### config.mk
export PLATFORM = sky130hd
export DESIGN_NAME = clock_ctrl
export DESIGN_NICKNAME = d
export VERILOG_FILES = /design/src/rtl/clock_ctrl.sv
export SDC_FILE = /design/constraint.sdc
export NUM_CORES = 1
export LEC_CHECK = 0
export CAP_MARGIN = 20
export CELL_PAD_IN_SITES_DETAIL_PLACEMENT = 0
export CELL_PAD_IN_SITES_GLOBAL_PLACEMENT = 1
export CORE_MARGIN = 2
export CORE_UTILIZATION = 38
export CTS_BUF_LIST = sky130_fd_sc_hd__clkbuf_4
export CTS_CLUSTER_SIZE = 30
export DETAILED_ROUTE_END_ITERATION = 6
export MAX_ROUTING_LAYER = met4
export PLACE_DENSITY = 0.85
export SYNTH_ARGS = -nofsm -noshare
export SYNTH_HDL_FRONTEND = slang
export SYNTH_SLANG_ARGS = --single-unit
### constraint.sdc
create_clock -name clk -period 1.6 [get_ports clk]
set_input_delay 0.24 -clock clk [delete_from_list [all_inputs] [get_ports clk]]
set_output_delay 0.24 -clock clk [all_outputs]
set_load 0.03 [all_outputs]
### src/rtl/clock_ctrl.sv
// -----------------------------------------------------------------------------
// clock_ctrl
// Time-set and run controller for the 24-hour BCD clock datapath.
//   * RUN    : emits a one-cycle `en` pulse every TICK_DIV system clocks and
//              honours `btn_clr` (one-cycle `clr` strobe).
//   * SET_H/SET_M/SET_S : edit a shadow copy of the time captured from the
//              datapath. `btn_mode` steps to the next field and `btn_inc`
//              edits the selected field.
//   * COMMIT : one-cycle `load` strobe, which presets the datapath from the
//              shadow digits.
//
// Ports
//   clk, rst_n                 system clock, async active-low reset
//   btn_mode, btn_inc, btn_clr debounced push-button levels
//   sq0/sq1, mq0/mq1, hq0/hq1  current time digits from the datapath
//   en                         datapath count enable (1 pulse per second)
//   load                       datapath preset strobe
//   clr                        datapath clear strobe
//   sd0/sd1, md0/md1, hd0/hd1  shadow (preset) digits
//   field                      edit indicator: 00 none, 01 h, 10 m, 11 s
// -----------------------------------------------------------------------------
module clock_ctrl #(
  parameter int unsigned TICK_DIV = 50_000_000
) (
  input  logic       clk,
  input  logic       rst_n,
  input  logic       btn_mode,
  input  logic       btn_inc,
  input  logic       btn_clr,
  input  logic [3:0] sq0,
  input  logic [2:0] sq1,
  input  logic [3:0] mq0,
  input  logic [2:0] mq1,
  input  logic [3:0] hq0,
  input  logic [1:0] hq1,
  output logic       en,
  output logic       load,
  output logic       clr,
  output logic [3:0] sd0,
  output logic [2:0] sd1,
  output logic [3:0] md0,
  output logic [2:0] md1,
  output logic [3:0] hd0,
  output logic [2:0] hd1,
  output logic [1:0] field
);

  localparam int unsigned CW = $clog2(TICK_DIV);
  localparam logic [CW-1:0] TICK_TOP = CW'(TICK_DIV - 1);

  typedef enum logic [2:0] {
    RUN,
    SET_H,
    SET_M,
    SET_S,
    COMMIT
  } state_t;

  state_t        state;
  logic [CW-1:0] tick;
  logic          mode_prev, inc_prev, clr_prev;

  // Rising-edge detection with fixed priority clr > mode > inc. A clear press
  // swallows any simultaneous lower-priority press, even where clear itself
  // has no effect (the SET states).
  logic press_clr, press_mode, press_inc;
  logic do_mode, do_inc;

  // Next shadow values for a BCD increment of the selected field.
  logic [2:0] hd1_inc;
  logic [3:0] hd0_inc;
  logic [2:0] md1_inc;
  logic [3:0] md0_inc;

  // NOTE: every always_comb output gets a default first, so no path through
  // the block leaves a signal unassigned and no latch is inferred.
  always_comb begin
    press_clr  = btn_clr  & ~clr_prev;
    press_mode = btn_mode & ~mode_prev;
    press_inc  = btn_inc  & ~inc_prev;
    do_mode    = press_mode & ~press_clr;
    do_inc     = press_inc  & ~press_mode & ~press_clr;

    // Hours: 23 and any invalid value go to 00.
    hd1_inc = '0;
    hd0_inc = '0;
    if (hd0 > 4'd9 || hd1 > 3'd2 || (hd1 == 3'd2 && hd0 >= 4'd3)) begin
      hd1_inc = '0;
      hd0_inc = '0;
    end else if (hd0 == 4'd9) begin
      hd1_inc = hd1 + 3'd1;
    end else begin
      hd1_inc = hd1;
      hd0_inc = hd0 + 4'd1;
    end

    // Minutes: 59 and any invalid value go to 00.
    md1_inc = '0;
    md0_inc = '0;
    if (md0 > 4'd9 || md1 > 3'd5 || (md1 == 3'd5 && md0 == 4'd9)) begin
      md1_inc = '0;
      md0_inc = '0;
    end else if (md0 == 4'd9) begin
      md1_inc = md1 + 3'd1;
    end else begin
      md1_inc = md1;
      md0_inc = md0 + 4'd1;
    end
  end

  // NOTE: sequential state uses non-blocking assignments only, so every
  // register samples the pre-edge values regardless of statement order.
  always_ff @(posedge clk or negedge rst_n) begin
    if (!rst_n) begin
      state     <= RUN;
      tick      <= '0;
      mode_prev <= 1'b0;
      inc_prev  <= 1'b0;
      clr_prev  <= 1'b0;
      en        <= 1'b0;
      load      <= 1'b0;
      clr       <= 1'b0;
      field     <= 2'b00;
      // NOTE: the shadow registers are a handful of flops, not a memory, and
      // they drive outputs directly, so they are reset like any other state.
      sd0       <= '0;
      sd1       <= '0;
      md0       <= '0;
      md1       <= '0;
      hd0       <= '0;
      hd1       <= '0;
    end else begin
      mode_prev <= btn_mode;
      inc_prev  <= btn_inc;
      clr_prev  <= btn_clr;
      en        <= 1'b0;
      load      <= 1'b0;
      clr       <= 1'b0;

      case (state)
        RUN: begin
          if (press_clr) begin
            clr  <= 1'b1;
            tick <= '0;
          end else if (do_mode) begin
            sd0   <= sq0;
            sd1   <= sq1;
            md0   <= mq0;
            md1   <= mq1;
            hd0   <= hq0;
            hd1   <= {1'b0, hq1};
            tick  <= '0;
            field <= 2'b01;
            state <= SET_H;
          end else if (tick == TICK_TOP) begin
            tick <= '0;
            en   <= 1'b1;
          end else begin
            tick <= tick + CW'(1);
          end
        end

        SET_H: begin
          tick <= '0;
          if (do_mode) begin
            field <= 2'b10;
            state <= SET_M;
          end else if (do_inc) begin
            hd1 <= hd1_inc;
            hd0 <= hd0_inc;
          end
        end

        SET_M: begin
          tick <= '0;
          if (do_mode) begin
            field <= 2'b11;
            state <= SET_S;
          end else if (do_inc) begin
            md1 <= md1_inc;
            md0 <= md0_inc;
          end
        end

        SET_S: begin
          tick <= '0;
          if (do_mode) begin
            field <= 2'b00;
            load  <= 1'b1;
            state <= COMMIT;
          end else if (do_inc) begin
            sd1 <= '0;
            sd0 <= '0;
          end
        end

        COMMIT: begin
          // The COMMIT cycle is cycle 0 of the new second, so the first `en`
          // lands exactly TICK_DIV cycles after `load`.
          tick  <= CW'(1);
          field <= 2'b00;
          state <= RUN;
        end

        default: begin
          tick  <= '0;
          field <= 2'b00;
          state <= RUN;
        end
      endcase
    end
  end

endmodule

Word-level counts from Yosys, hierarchy flattened. Cells that the tools add are included.

Bits in registers: 58. Bits in latches: 0. RAM bits: 0. ROM bits: 0. Bits of input ports: 25. Output and inout bits: 26. Memories: 0.

$add $sub $neg: 5. $mul: 0. Divide/modulo/power cells: 0. Magnitude comparators: 5. Equality and inequality tests: 22. Shift-type cells: 0. Muxes and demuxes: 62. Bitwise gates (word level): 11. Reduce and logical (&&, ||, !) cells: 16.

Operator list (number): $mux 26 (3); $mux 4 (16); $mux 3 (21); $pmux 26 s2 (1); $add 26x1->26 const B (1); $eq 26x26->1 const B (1); $pmux 4 s2 (3); $ne 2x2->1 const B (11); $reduce_and 5->1 (4); $pmux 3 s2 (3); $pmux 3 s4 (1); $reduce_and 6->1 (2); $mux 2 (5); $eq 3x2->1 const B (3); $add 4x1->4 const B (2); $eq 4x4->1 const B (2); $gt 4x4->1 const B (2); $mux 1 (8); $pmux 2 s4 (1); $add 3x1->3 const B (2); $and 1x1->1 (6); $eq 3x3->1 const B (2); $ne 3x3->1 const B (2); $reduce_bool 2->1 (3); other kinds (8) (16).

Longest topological paths before layout. Gate-level depths: netlist of run 1.

Depth in word-level cells: 8. Gate-level depth with buffers: 8. Depth with buffers taken out: 7.

Worst setup path before layout of run 1. OpenSTA, ideal clock, no wires.

Path type: reg-to-reg. Start point: register md0[0]. End point: register md1[2]. Setup time: 136 ps. Arrival: 1761 ps. Required time: 1464 ps. Setup slack: -297 ps. Cell stages (with the launch flop): 7. Buffers on the path: 1. Clock period less this slack: 1897 ps. Cells stage by stage: dfrtp_1 > clkbuf_1 > a22oi_1 > a2111oi_0 > o21ai_0 > o21bai_1 > o2bb2ai_1.

Word-level cells in the longest chain between the ends: 7.

Ends and longest elaborated chain: start, declared (RTL line 41) `output logic [3:0] md0,`; start signal, assigned (RTL line 148) `md0 <= mq0;`; start signal, assigned (RTL line 181) `md0 <= md0_inc;`; $gt 4x4->1 / $eq 4x4->1 (equally long branches) (RTL line 100, 103); $logic_or 1x1->1 / $logic_and 1x1->1 (equally long branches) (RTL line 100) `if (md0 > 4'd9 || md1 > 3'd5 || (md1 == 3'd5 && md0 == 4'd9)) begin`; $logic_or 1x1->1 (RTL line 100); $mux 3 (RTL line 100); $mux 3 (RTL line 179) `end else if (do_inc) begin`; $mux 3 (RTL line 176) `if (do_mode) begin`; $pmux 3 s2 (RTL line 140) `case (state)`; end signal, assigned (RTL line 149) `md1 <= mq1;`; end signal, assigned (RTL line 180) `md1 <= md1_inc;`; end, declared (RTL line 42) `output logic [2:0] md1,`.

Parallel ways exist; a longest one is shown, timed or not. The select of a mux whose other input is x is not followed. A chain may end at the register's enable or synchronous reset.

Worst setup path after layout of run 1.
Start point: register tick[7]. End point: register tick[15].

Word-level cells in the longest chain between the ends: 5.

Ends and longest elaborated chain: start, declared (RTL line 60) `logic [CW-1:0] tick;`; start signal, assigned (RTL line 159) `tick <= tick + CW'(1);`; $add 26x1->26 / $eq 26x26->1 (equally long branches) (RTL line 159, 155); $mux 26 * (RTL line 155) `end else if (tick == TICK_TOP) begin`; $mux 26 * (RTL line 145) `end else if (do_mode) begin`; $mux 26 * (RTL line 142) `if (press_clr) begin`; $pmux 26 s2 * (RTL line 140).

Every way passes the cells marked *; elsewhere a longest branch is shown, timed or not.

==> results of run 1 <==
-- per-stage QoR --
step	instance area, µm²	instances	TNS (ns)	hold WS [ns]	util, %
3_3_place_gp	3930	498	-8.21	0.221	53.9
6_report	4460	530	-7.26	0.308	61.2
2_1_floorplan	2920	300	-4.49	-0.0556	-
3_5_place_dp	3930	498	-9.83	0.220	53.9
4_1_cts	4130	517	-4.45	0.286	56.6
5_1_grt	4460	530	-10.51	0.295	61.2
-- final cells by class --
cell class | instances | area share, %
Tap cell | 99 | 2.78
Clock inverter | 5 | 1.63
Timing Repair Buffer | 127 | 24.9
Multi-Input combinational cell | 222 | 35.9
Inverter | 10 | 0.897
Clock buffer | 10 | 1.68
Sequential cell | 57 | 32.2
-- per-layer routing --
layer  up-vias  routed length [µm]
met5         -                   0
met4         0                 136
met3        15                 358
met2        73                3810
met1      1278                3220
li1       1316                   -
-- layout by cell type (no fill, tap or decap), types with 5 or more instances in the layout --
master | netlist | final
clkbuf_2 | 0 | 9
nand2_1 | 25 | 24
buf_6 | 4 | 9
xor2_1 | 16 | 16
nor2_2 | 1 | 10
dlygate4sd2_1 | 0 | 15
inv_1 | 10 | 6
o21ai_2 | 0 | 5
nand4_1 | 8 | 8
o21ai_1 | 2 | 8
clkdlybuf4s50_1 | 0 | 23
xnor2_1 | 10 | 10
a21oi_1 | 16 | 12
nand3_1 | 13 | 13
a22o_1 | 10 | 10
clkbuf_4 | 0 | 10
dfrtp_2 | 0 | 9
nor2_1 | 44 | 32
nor3_1 | 8 | 7
buf_4 | 1 | 61
dfrtp_1 | 57 | 48
-- sequential cells by signal (all words and copies together), names as in the netlist --
signal     flops
state          2
md1            3
hd1            3
en             1
mode_prev      1
sd1            3
sd0            4
clr_prev       1
load           1
inc_prev       1
field          2
clr            1
hd0            4
md0            4
tick          26
-- worst max-delay path by stage --
stage	end	slack, ns	startpoint
global route	tick[16]	-0.41	tick[7]
floorplan	tick[11]	-0.19	state[1]
global placement	hd0[2]	-0.25	btn_mode
finish	tick[15]	-0.30	tick[7]
CTS	tick[5]	-0.21	tick[7]
detailed placement	hd0[2]	-0.30	btn_mode
-- power groups by stage --
stage	Combinational (W)	Sequential [W]	Clock [W]
finish	0.00374	0.00203	0.00115
global route	0.00401	0.00206	0.00126
CTS	0.00316	0.00198	0.00119
detailed placement	0.00319	0.00199	0
global placement	0.00314	0.00199	0
floorplan	0.00124	0.00255	0
-- logic make-up (layout without fill, tap and decap cells) --
group	Yosys count	after routing	synth area share, %
xor+xnor	26	26	7.89
fa+ha+maj	5	5	2.17
buf+inv	21	152	3.95
flops	57	57	49.4
simple gates	130	130	22.9
compound gates	61	61	13.7
-- worst max-delay path: cells and delay by family, from the launching register on --
kind	cells	cell delay, ns
buf+inv	1	0.17
simple gates	5	1.23
flops	1	0.40
-- timing repair --
| item | 4_1_cts | 5_1_grt |
|---|---|---|
| setup buffers | 3 | 8 |
| cloned | 0 | 5 |
| resized for setup | 41 | 81 |
| endpoints found under the hold margin | 15 | 0 |
| endpoints found under the setup margin | 63 | 53 |
| pin swaps | 1 | 21 |
| hold buffers | 1 | 0 |
==> reports/results.tsv, run 1 <==
stage	metric	value	unit
status	status	finished, violations left	
status	violated checks	setup timing	
floorplan	Vert. Die Dim	91.1	µm
timing	Worst Slack Setup Final	-0.300	ns
yosys	area share of the largest cell type after synthesis	49.4	%
cells_and_area	# diodes	0	
power_and_ir_drop	Pwr Total	0.00692	W
place	Routability Congestion	0.851	
yosys	most common cell in the netlist	dfrtp_1	
routing	antenna viol nets, final	0	
timing	RSZ-0062 raised after global routing	yes	
power_and_ir_drop	Sw Ratio	40.5	%
critical_path	CP required	1.90	ns
yosys	Post-Syn Nets	330	
routing	DR WL/cell	14.2	µm
routing	DRT iter0 DRCs	101	
timing	slew margin rel.	68.4	%
critical_path	Crit. End Element	flop	
critical_path	slowest stage cell, crit path	or4_4	
yosys	Synth top cells by count	57 x dfrtp_1, 44 x nor2_1, 25 x nand2_1	
power_and_ir_drop	Pint	0.00411	W
power_and_ir_drop	NetSw	0.00281	W
cells_and_area	share of cells above drive strength 1	37.8	%
routing	DR vias/cell	5.06	
cells_and_area	Area Overhead vs Synth	54.6	%
clocking	total CTS buffers	9	
place	PortBufs	50	
grt	global route hottest layer	met2	
place	pre-CTS setup slack	-0.303	ns
critical_path	R2R depth	6	
cells_and_area	area of the multi-input gates	1600	µm²
place	Final HPWL DP	4880	µm
critical_path	worst reg-to-reg setup slack	-0.30	ns
hold_path	Hold Path Class	in -> async	
critical_path	Critical Path, Cell by Cell	or4_4 -> nor4_2 -> nand4_1 -> nand2b_4 -> clkbuf_16 -> nor2_1	
cells_and_area	Fillers	627	
yosys	Synth area leaders	dfrtp_1 49%, nor2_1 5.7%, xor2_1 4.9%	
routing	Via Count	2682	
timing	f_max	526	MHz
timing	final period utilization	119	%
cells_and_area	Final nets	457	
clocking	root buffer cell	clkbuf_4	
timing	max-slew violation count	0	
yosys	Cell Area, Synth	2890	µm²
yosys	Syn Inst Count	300	
critical_path	Max stage delay on crit path	0.54	ns
yosys	asr flop ratio synth	100	%
routing	1st-pass router iterations	4	
grt	GR Layer Usage met1	22.1	%
timing	Final Skew	0.0247	ns
power_and_ir_drop	Logic pwr share	54.1	%
yosys	area leader, netlist	dfrtp_1	
critical_path	worst r2r src	tick[7]	
critical_path	crit path DAT	2.20	ns
yosys	Yosys warning count	0	
clocking	Worst-path clk slew	0.10	ns
critical_path	r2r endpoint	tick[15]	
floorplan	total I/O pin count	51	
power_and_ir_drop	Clk pwr share	16.6	%
timing	final hold vios	0	
timing	Slew @ Worst Pin	0.474	ns
clocking	Clock Sinks	57	
power_and_ir_drop	worst vdd ir	1.15	mV
grt	vias in the first global route	2564	
critical_path	worst-path fanout max	6	
yosys	EDFF count, synth	0	
power_and_ir_drop	register share of total power	29.3	%
run	max_cap viols	0	
routing	DRC	0	
yosys	Unique masters post-synth	46	
power_and_ir_drop	Pleak	1.95	nW
grt	largest net degree at the start of global routing	26	
grt	antenna violations before repair	0	
timing	final period demand of the worst path	1.90	ns
routing	Detailed Route WL	7520	µm
floorplan	Initial Util	39.6	%
yosys	sequential element share of the synthesized area	49.4	%
floorplan	core box area	7290	µm²
grt	GR Util met3	5.73	%
grt	met2 Use GR	29.3	%
grt	GRT Total Usage	18.3	%
clocking	Max H-tree Level	3	
clocking	maximum clock path buffer count	2	
grt	Remaining Overflow, GRT	0	
yosys	Mean Syn Cell Area	9.62	µm²
floorplan	Placement Rows	31	
timing	Final Setup Violations	30	
yosys	Synth Flop Type	dfrtp_1	
grt	first-pass GRT wire length	11800	µm
critical_path	Setup Crit Path Kind	reg -> reg	
yosys	Yosys reg bits	57	
power_and_ir_drop	pwr dens	1550	nW/µm²
cells_and_area	Storage cell area	1440	µm²
critical_path	Setup crit start kind	flop	
floorplan	Die X	91.1	µm
clocking	clk_lat worst skew	0.41	ns
clocking	CTS tree	done	
floorplan	Die Area	8310	µm²
No activity file was read; power rests on OpenSTA's default activity.
==> inputs of run 2 (changes only) <==
CORE_ASPECT_RATIO = 0.6   (was default)
CORE_MARGIN = 1   (was 2)
==> reports/results.tsv, run 2 (synthesis results as in run 1) <==
stage	metric	value	unit	change
cells_and_area	Final Util	61.1	%	-0.13 points
timing	Slew @ Worst Pin	0.371	ns	-0.103 ns
clocking	Clock Sinks	57		unchanged
grt	antenna violations before repair	0		unchanged
cells_and_area	Storage cell area	1440	µm²	unchanged
run	max_cap viols	0		unchanged
clocking	Worst-path clk slew	0.10	ns	about the same
timing	slew margin rel.	75.3	%	+6.9 points
critical_path	Setup Crit Path Kind	reg -> reg		
power_and_ir_drop	worst vdd ir	0.773	mV	-33%
clocking	total CTS buffers	9		unchanged
critical_path	worst-path fanout max	6		unchanged
floorplan	Die Area	7960	µm²	-4.2%
place	Final HPWL DP	5020	µm	+2.8%
floorplan	Placement Rows	24		-23%
cells_and_area	fin area	4460	µm²	-0.14%
clocking	clk_lat worst skew	0.40	ns	about the same
floorplan	Die X	114	µm	+26%
routing	Via Count	2626		-2.1%
routing	antenna viol nets, final	0		unchanged
critical_path	CP bufs+invs	2		+1
floorplan	Initial Util	39.5	%	about the same
critical_path	Max stage delay on crit path	0.55	ns	about the same
power_and_ir_drop	Pleak	1.94	nW	-0.76%
place	placed cells	502		+0.80%
critical_path	family with the most delay on the worst path	simple AND/OR/NAND/NOR gates		
timing	final hold vios	0		unchanged
floorplan	Vert. Die Dim	69.5	µm	-24%
clocking	root buffer cell	clkbuf_4		
clocking	maximum clock path buffer count	2		unchanged
timing	Worst Slack Setup Final	-0.251	ns	+0.0488 ns
critical_path	worst reg-to-reg setup slack	-0.25	ns	+0.05 ns
timing	max-slew violation count	0		unchanged
cells_and_area	Fillers	613		-2.2%
clocking	CTS tree	done		
power_and_ir_drop	pwr dens	1550	nW/µm²	+0.12%
place	Placed Area	3920	µm²	-0.29%
cells_and_area	area of the multi-input gates	1590	µm²	-0.94%
clocking	Max H-tree Level	3		unchanged
grt	Remaining Overflow, GRT	0		unchanged
critical_path	slowest stage cell, crit path	or4_4		
routing	Detailed Route WL	7850	µm	+4.4%
routing	DRC	0		unchanged
place	Routability Congestion	0.788		-7.4%
cells_and_area	most common cell after layout, fill and taps aside	buf_4		
status	status	finished, violations left		
cells_and_area	Final nets	457		unchanged
cells_and_area	Post-Layout Cell Count	535		+0.94%
cells_and_area	Reg with most FFs	tick		
routing	DR vias/cell	4.91		-3.0%
critical_path	CP required	1.90	ns	about the same
timing	f_max	540	MHz	+2.6%
timing	RSZ-0062 raised after global routing	yes		
grt	GRT Total Usage	20.5	%	+2.2 points
timing	Final Skew	0.00964	ns	-0.0151 ns
cells_and_area	share of cells above drive strength 1	35.3	%	-2.6 points
timing	final period demand of the worst path	1.85	ns	-0.0488 ns
routing	1st-pass router iterations	4		unchanged
grt	vias in the first global route	2636		+2.8%
timing	hold slack	0.309	ns	+0.00108 ns
timing	final period utilization	116	%	-3.0 points
critical_path	Crit. End Element	flop		
critical_path	Critical Path, Cell by Cell	or4_4 -> nor4_4 -> nand4_1 -> nand2b_4 -> buf_6 -> clkbuf_16 -> nor2_1		
critical_path	Setup crit start kind	flop		
grt	largest net degree at the start of global routing	58		+120%
floorplan	core box area	7300	µm²	about the same
cells_and_area	# diodes	0		unchanged
floorplan	total I/O pin count	51		unchanged
cells_and_area	most frequent cells in the layout	62 x buf_4, 48 x dfrtp_1, 36 x nor2_1		
routing	DRT iter0 DRCs	180		+78%
critical_path	crit path DAT	2.15	ns	-0.05 ns
hold_path	Hold Path Class	in -> reg		
cells_and_area	max FFs per register	26		unchanged
grt	first-pass GRT wire length	12300	µm	+4.3%
timing	Final Setup Violations	26		-13%
routing	DR WL/cell	14.7	µm	+3.4%
place	PortBufs	50		unchanged
status	violated checks	setup timing		
cells_and_area	Area Overhead vs Synth	54.4	%	
run 2: area by class of cell:
cell class                      instances  area share [%]
Clock buffer                            9            1.52
Clock inverter                          6            1.88
Inverter                               10           0.842
Multi-Input combinational cell        222            35.6
Sequential cell                        57            32.3
Tap cell                              104            2.92
Timing Repair Buffer                  127            25.0
run 2: layer usage:
| layer | vias to the layer above | GRT usage [%] | share of wire (%) |
|---|---|---|---|
| met3 | 4 | 4.72 | 3.8 |
| met2 | 47 | 29.3 | 44 |
| met1 | 1253 | 29.3 | 52 |
| met4 | 0 | 5.19 | 0.55 |
| li1 | 1322 | - | - |
| met5 | - | - | 0 |
run 2: worst paths after layout:
check,startpoint,end,cells past startpoint
setup / recovery,tick[16],tick[7],7
hold / removal,btn_inc,inc_prev,1
setup reg to reg,tick[16],tick[7],7
hold reg to reg,sd1[0],sd1[0],1
max in group asynchronous,rst_n,hd1[0],3
min in group asynchronous,rst_n,md0[2],3
run 2: timing repair:
| item | 4_1_cts | 5_1_grt |
|---|---|---|
| hold endpoints to repair | 57 | 0 |
| resized for setup | 59 | 53 |
| pin swaps | 10 | 10 |
| endpoints found under the setup margin | 64 | 54 |
| hold buffers | 1 | 0 |
| cloned | 1 | 2 |
| buffers inserted | 10 | 5 |
run 2: power by group:
| group | internal [W] | total, W | switching [W] |
|---|---|---|---|
| Combinational | 0.00173 | 0.00374 | 0.00202 |
| Clock | 0.000617 | 0.00117 | 0.000554 |
| Sequential | 0.00176 | 0.00200 | 0.000246 |
| Total | 0.00410 | 0.00692 | 0.00282 |
run 2: worst register-to-register path, cell delays in order, from the launching register on:
cell and delay, ns:
dfrtp_1 0.39, or4_4 0.55, nor4_4 0.16, nand4_1 0.20, nand2b_4 0.14, buf_6 0.13
clkbuf_16 0.14, nor2_1 0.04
run 2: metrics by stage:
stage	TNS, ns	power [W]	setup WS, ns
after global placement	-10.68	0.00515	-0.309
after detailed placement	-12.52	0.00520	-0.339
after CTS	-6.82	0.00653	-0.279
after floorplan	-4.49	0.00379	-0.195
final	-5.06	0.00692	-0.251
after global routing	-7.45	0.00733	-0.310
==> RTL change 1: new RTL, config.mk and constraints of run 1 <==
Change the parameter `TICK_DIV` from 50_000_000 to 12_500_000.
--- a/src/rtl/clock_ctrl.sv
+++ b/src/rtl/clock_ctrl.sv
@@ -20,7 +20,7 @@
 //   field                      edit indicator: 00 none, 01 h, 10 m, 11 s
 // -----------------------------------------------------------------------------
 module clock_ctrl #(
-  parameter int unsigned TICK_DIV = 50_000_000
+  parameter int unsigned TICK_DIV = 12_500_000
 ) (
   input  logic       clk,
   input  logic       rst_n,
Check against the original RTL: same outputs for any inputs over 10 cycles, from zero or initial values and one cycle with rst_n low; that may be too few to reach the edited logic, so the function may still have changed.
==> RTL change 1 against run 1 <==
  * The run still ends with negative setup slack left
  * Sequential cell count shrank 2
  * Design area fell by 2.3%
  * Synthesized cell count rose by 2.0%
  * Routed wire length down 2.1%
  * First-iteration DRC count shrank 13%
  * Total power fell by 9.3%
  * Worst setup slack better by 0.066 ns
  * Area after synthesis fell by 0.95%
  * Highest routed layer unchanged
==> RTL change 1: results (changes against run 1) <==
** Pwr
- The internal power was 3630 uW (was 4110 uW).
- Peak ir drop on the vdd network :: 0.732 mV (was 1.15 mV)
- The standby leakage power is 0.00189 uW (was 0.00195 uW).

** STA
- Final worst-path setup slack :: -0.234 ns (was -0.300 ns)
- Worst-case clock skew :: 0.0112 ns (was 0.0247 ns)
- Final total negative setup slack :: -5.56 ns (was -7.26 ns)
- The final setup violation count came to 27 (was 30).
- The max-slew headroom at the worst pin was 0.758 (was 0.684).

** Clock network
- H-tree level count :: 2 (was 3)
- The number of buffers inserted during clock tree synthesis was 5 (was 9).
- Clock root cell :: clkbuf_4 (unchanged)
- Clock-pin slew on the worst setup and hold paths :: 0.15 ns (was 0.10 ns)
- Clock insertion delay at the later pin of the skew report :: 0.38 ns (was 0.41 ns)

** Drt
- Count of TritonRoute iterations in the first routing pass :: 4 (unchanged)
- 1st-iter DRT viols :: 88 (was 101)
- The post-detailed-route via-to-cell ratio came to 5.04 (was 5.06).
- The routed wirelength normalized by instance count was 13.8 um (was 14.2 um).

** Synth
- Biggest area contributors in the synthesized netlist: dfrtp_1 48%, nor2_1 5.1%, nand2_1 4.6% (was dfrtp_1 49%, nor2_1 5.7%, xor2_1 4.9%).
- The number of distinct standard cells referenced by the synthesized netlist is 49 (was 46).
- The warning count from the yosys run was 0 (unchanged).
- Syn_nets :: 336 (was 330)
- The async set or reset register ratio after synthesis came to 1.00 (unchanged).
- The dominant synthesized flop cell is dfrtp_1 (unchanged).
- The sequential-to-total area share from yosys stat was 0.482 (was 0.494).
- Synth cell count leaders: 55 x dfrtp_1, 39 x nor2_1, 35 x nand2_1 (was 57 x dfrtp_1, 44 x nor2_1, 25 x nand2_1).

** GRT
- The pin count of the biggest net entering global routing came to 56 (was 26).
- Global-route wire length before repair :: 11.9 mm (was 11.8 mm)
- Vias in the first global route :: 2667 (was 2564)
- The global-route usage over all layers is 0.180 (was 0.183).

** Finish
- The number of nets in the layout was 465 (was 457).
- Flip-flop count of the largest register after layout :: 24 (was 26)
- The fraction of final layout cells with drive strength greater than 1 came to 0.344 (was 0.378).

** Placed design
- Placer Congestion :: 0.785 (was 0.851)
- The total half-perimeter wirelength after legalization and detailed placement was 5.09 mm (was 4.88 mm).
- The area after detailed placement came to 3970 um2 (was 3930 um2).

** Worst setup path
- On the worst path, the slowest cell contributes a delay of 0.55 ns.
- Signal arrival time at the worst endpoint :: 2.11 ns (was 2.20 ns)
- Worst-path fanout max :: 5 (was 6)

** Outcome
- Run status: finished with violations (unchanged).
- Violated checks :: negative setup slack (unchanged)

** Worst hold path
- Worst min-delay path class :: input pin to flop (was input pin to asynchronous set/reset pin)
==> RTL change 1: final cells by class <==
| class | count | area [um2] |
|---|---|---|
| clock buffer | 5 | 37.5 |
| clock inverter | 3 | 38.8 |
| fill | 631 | 2890 |
| inverter | 9 | 33.8 |
| multi-input combinational | 230 | 1610 |
| sequential | 55 | 1380 |
| tap | 99 | 124 |
| timing repair buffer | 134 | 1140 |
==> RTL change 1: repair_timing <==
item | in CTS | in global routing
gates cloned | 0 | 2
gates resized for setup | 46 | 63
pin swaps | 4 | 16
hold endpoints to repair | 55 | 0
endpoints found under the setup margin | 61 | 49
hold buffers | 1 | 0
setup buffers | 5 | 4
==> RTL change 1: cell families after synthesis <==
| family | synth area share |
|---|---|
| and+or+nand+nor | 0.251 |
| AOI/OAI and AO/OA | 0.127 |
| buffers and inverters | 0.0425 |
| xor gates and xnor gates | 0.0766 |
| adders and majority gates | 0.0219 |
| DFF | 0.482 |
==> RTL change 1: power by group through the flow <==
| stage | Sequential [uW] | Clock [uW] | Combinational [uW] |
|---|---|---|---|
| 2_1_floorplan | 2460 | 0 | 1350 |
| 3_3_place_gp | 1940 | 0 | 3180 |
| 3_5_place_dp | 1950 | 0 | 3230 |
| 4_1_cts | 1920 | 777 | 3160 |
| 5_1_grt | 1980 | 827 | 3870 |
| 6_report | 1950 | 755 | 3580 |
==> RTL change 1: per-layer routing <==
layer,up-vias,GRT usage,part of all wire
met2,53,0.302,0.50
met5,-,-,0
met4,0,0.0526,0.013
met1,1305,0.231,0.46
li1,1332,-,-
met3,8,0.0217,0.026
==> RTL change 1: final timing paths <==
check,cells after the start,startpoint,slack (ns),to
worst max-delay path,6,tick[22],-0.23,tick[14]
worst min-delay path,1,btn_clr,0.31,clr_prev
min in group asynchronous,3,rst_n,0.36,load
worst min register to register,2,sd0[1],0.52,sd0[1]
worst max register to register,6,tick[22],-0.23,tick[14]
max in group asynchronous,3,rst_n,0.98,state[1]
==> RTL change 1: stage by stage <==
stage | hold slack [ns] | total power (uW) | setup slack [ns] | std cells
3_5_place_dp | 0.263 | 5170 | -0.344 | 515
4_1_cts | 0.302 | 5860 | -0.265 | 529
6_report | 0.312 | 6280 | -0.234 | 535
3_3_place_gp | 0.257 | 5120 | -0.330 | 515
5_1_grt | 0.303 | 6680 | -0.318 | 535
2_1_floorplan | -0.0556 | 3810 | -0.177 | 306
==> RTL change 2: new RTL, settings of run 1 <==
Made on the original files. Encoding of `state_t`: now one-hot (5 bits for 5 states).
--- a/src/rtl/clock_ctrl.sv
+++ b/src/rtl/clock_ctrl.sv
@@ -48,12 +48,12 @@
   localparam int unsigned CW = $clog2(TICK_DIV);
   localparam logic [CW-1:0] TICK_TOP = CW'(TICK_DIV - 1);
 
-  typedef enum logic [2:0] {
-    RUN,
-    SET_H,
-    SET_M,
-    SET_S,
-    COMMIT
+  typedef enum logic [4:0] {
+    RUN    = 5'b00001,
+    SET_H  = 5'b00010,
+    SET_M  = 5'b00100,
+    SET_S  = 5'b01000,
+    COMMIT = 5'b10000
   } state_t;
 
   state_t        state;
Check against the original RTL: same outputs for any inputs over 10 cycles, from zero or initial values and one cycle with rst_n low; not proved beyond that.
==> RTL change 2 against run 1 <==
  * The run still ends with negative setup slack left
  * Area after synthesis increased by 4.9%
  * Worst setup slack better by 0.080 ns
  * Fmax up 4.4%
  * Sequential share of layout area decreased by 0.60 points
  * Die area rose by 4.6%
  * Hold slack got worse by 0.0047 ns
  * Routed wire length rose by 9.5%
  * Sequential cell count is 3 higher
  * Design area rose by 7.2%
  * Critical endpoint is now tick[0]
Power is not compared: it rests on default switching activity, and its combinational part moved more than twofold at a synthesized area within 25%.
==> RTL change 2: results (changes against run 1) <==
** Outcome
- Run status :: finished with violations (unchanged)
- Violated checks: negative setup slack (unchanged).

** Drt
- The post-detailed-route via-to-cell ratio came to 5.05 (was 5.06).
- Detailed-route wire length :: 8.23 mm (was 7.52 mm)
- Met2 routed WL :: 4.25 mm (was 3.81 mm)
- The number of vias in the routed layout is 2887 (was 2682).
- The met1 routed wirelength after detailed routing came to 3.55 mm (was 3.22 mm).
- 1st-iter DRT viols :: 150 (was 101)
- The highest metal layer with signal wires is met4 (unchanged).

** GRT
- Met3 usage in global routing :: 0.0508 (was 0.0573)
- The number of global-route vias before repair is 2979 (was 2564).
- The first-pass GRT wire length came to 13.3 mm (was 11.8 mm).
- Overall fraction of global-route tracks in use :: 0.198 (was 0.183)
- The met1 demand-to-capacity share in global routing was 0.241 (was 0.221).
- Pin count of the biggest net entering global routing :: 29 (was 26)

** Synth
- Synth cell count leaders: 59 x dfrtp_1, 43 x nor2_1, 29 x nand2_1 (was 57 x dfrtp_1, 44 x nor2_1, 25 x nand2_1).
- Biggest area contributors in the synthesized netlist :: dfrtp_1 49%, nor2_1 5.3%, xor2_1 4.6% (was dfrtp_1 49%, nor2_1 5.7%, xor2_1 4.9%)
- The cell count after synthesis is 326 (was 300).
- The sequential-to-total area share from yosys stat came to 0.497 (was 0.494).
- The fraction of the mapped netlist area in compound gates is 0.130 (was 0.137).
- Area share of xor/xnor cells in the synthesized design :: 0.0695 (was 0.0789)
- The multiplexer share of the synthesized area came to 0.0108 (was 0).
- The area share of fa/ha/maj cells after synthesis is 0.0207 (was 0.0217).
- Syn_nets :: 356 (was 330)

** Worst setup path
- Worst reg2reg path depth :: 6 (unchanged)
- Slowest cell delay on critical path :: 0.58 ns (was 0.54 ns)
- The cell with the largest stage delay on the worst path is dfstp_2 (was or4_4).
- Signal arrival time at the worst endpoint :: 2.16 ns (was 2.20 ns)
- Worst-path fanout max :: 13 (was 6)

** Placed design
- The area after detailed placement came to 4250 um2 (was 3930 um2).
- Number of cells in the design after placement :: 542 (was 498)
- Placer Congestion :: 0.866 (was 0.851)
- Worst setup timing slack at the placement stage :: -0.408 ns (was -0.303 ns)

** Finish
- # nets final :: 496 (was 457)
- Layout cells sized above 1 :: 0.374 (was 0.378)
- # fillers :: 626 (was 627)

** STA
- Final total negative setup slack :: -7.72 ns (was -7.26 ns)
- Worst-Margin Slew :: 0.467 ns (was 0.474 ns)
- The final setup violation count is 51 (was 30).
- Final worst-path setup slack :: -0.220 ns (was -0.300 ns)
- Worst-case clock skew :: 0.0165 ns (was 0.0247 ns)

** Clock network
- Post-CTS Setup Bufs :: 8 (was 3)
- The number of buffers on the longest clock path is 2 (unchanged).
- The count of instances resized after the clock tree is built was 93 (was 41).

** Pwr
- Peak ir drop on the vdd network :: 0.564 mV
## RTL change 2: cell types whose count changed in the layout (fill, tap and decap cells not counted), sizes merged, moves of 3 or more
cell,run 1,this run
a21oi,16,10
a22o,10,1
and2,1,5
buf,76,88
clkbuf,21,15
inv,10,17
nand2,25,29
nand3,13,19
nand4,8,11
nor3,8,12
o21ai,17,27
or3,4,0
## RTL change 2: final cells by class
class	count	area, um2	area share
Timing Repair Buffer	138	1200	0.251
Inverter	17	63.8	0.0133
Clock inverter	6	32.5	0.00680
Multi-Input combinational cell	240	1780	0.371
Clock buffer	9	67.6	0.0141
Tap cell	102	128	0.0267
Sequential cell	60	1510	0.316
## RTL change 2: path summary, 6_finish.rpt
path,start,end,slack [ns]
hold reg to reg,sd1[2],sd1[2],0.54
setup / recovery,state[0],tick[0],-0.22
hold / removal,rst_n,tick[24],0.30
setup reg to reg,state[0],tick[0],-0.22
min in group clk,btn_clr,clr_prev,0.34
max in group asynchronous,rst_n,md0[0],0.70
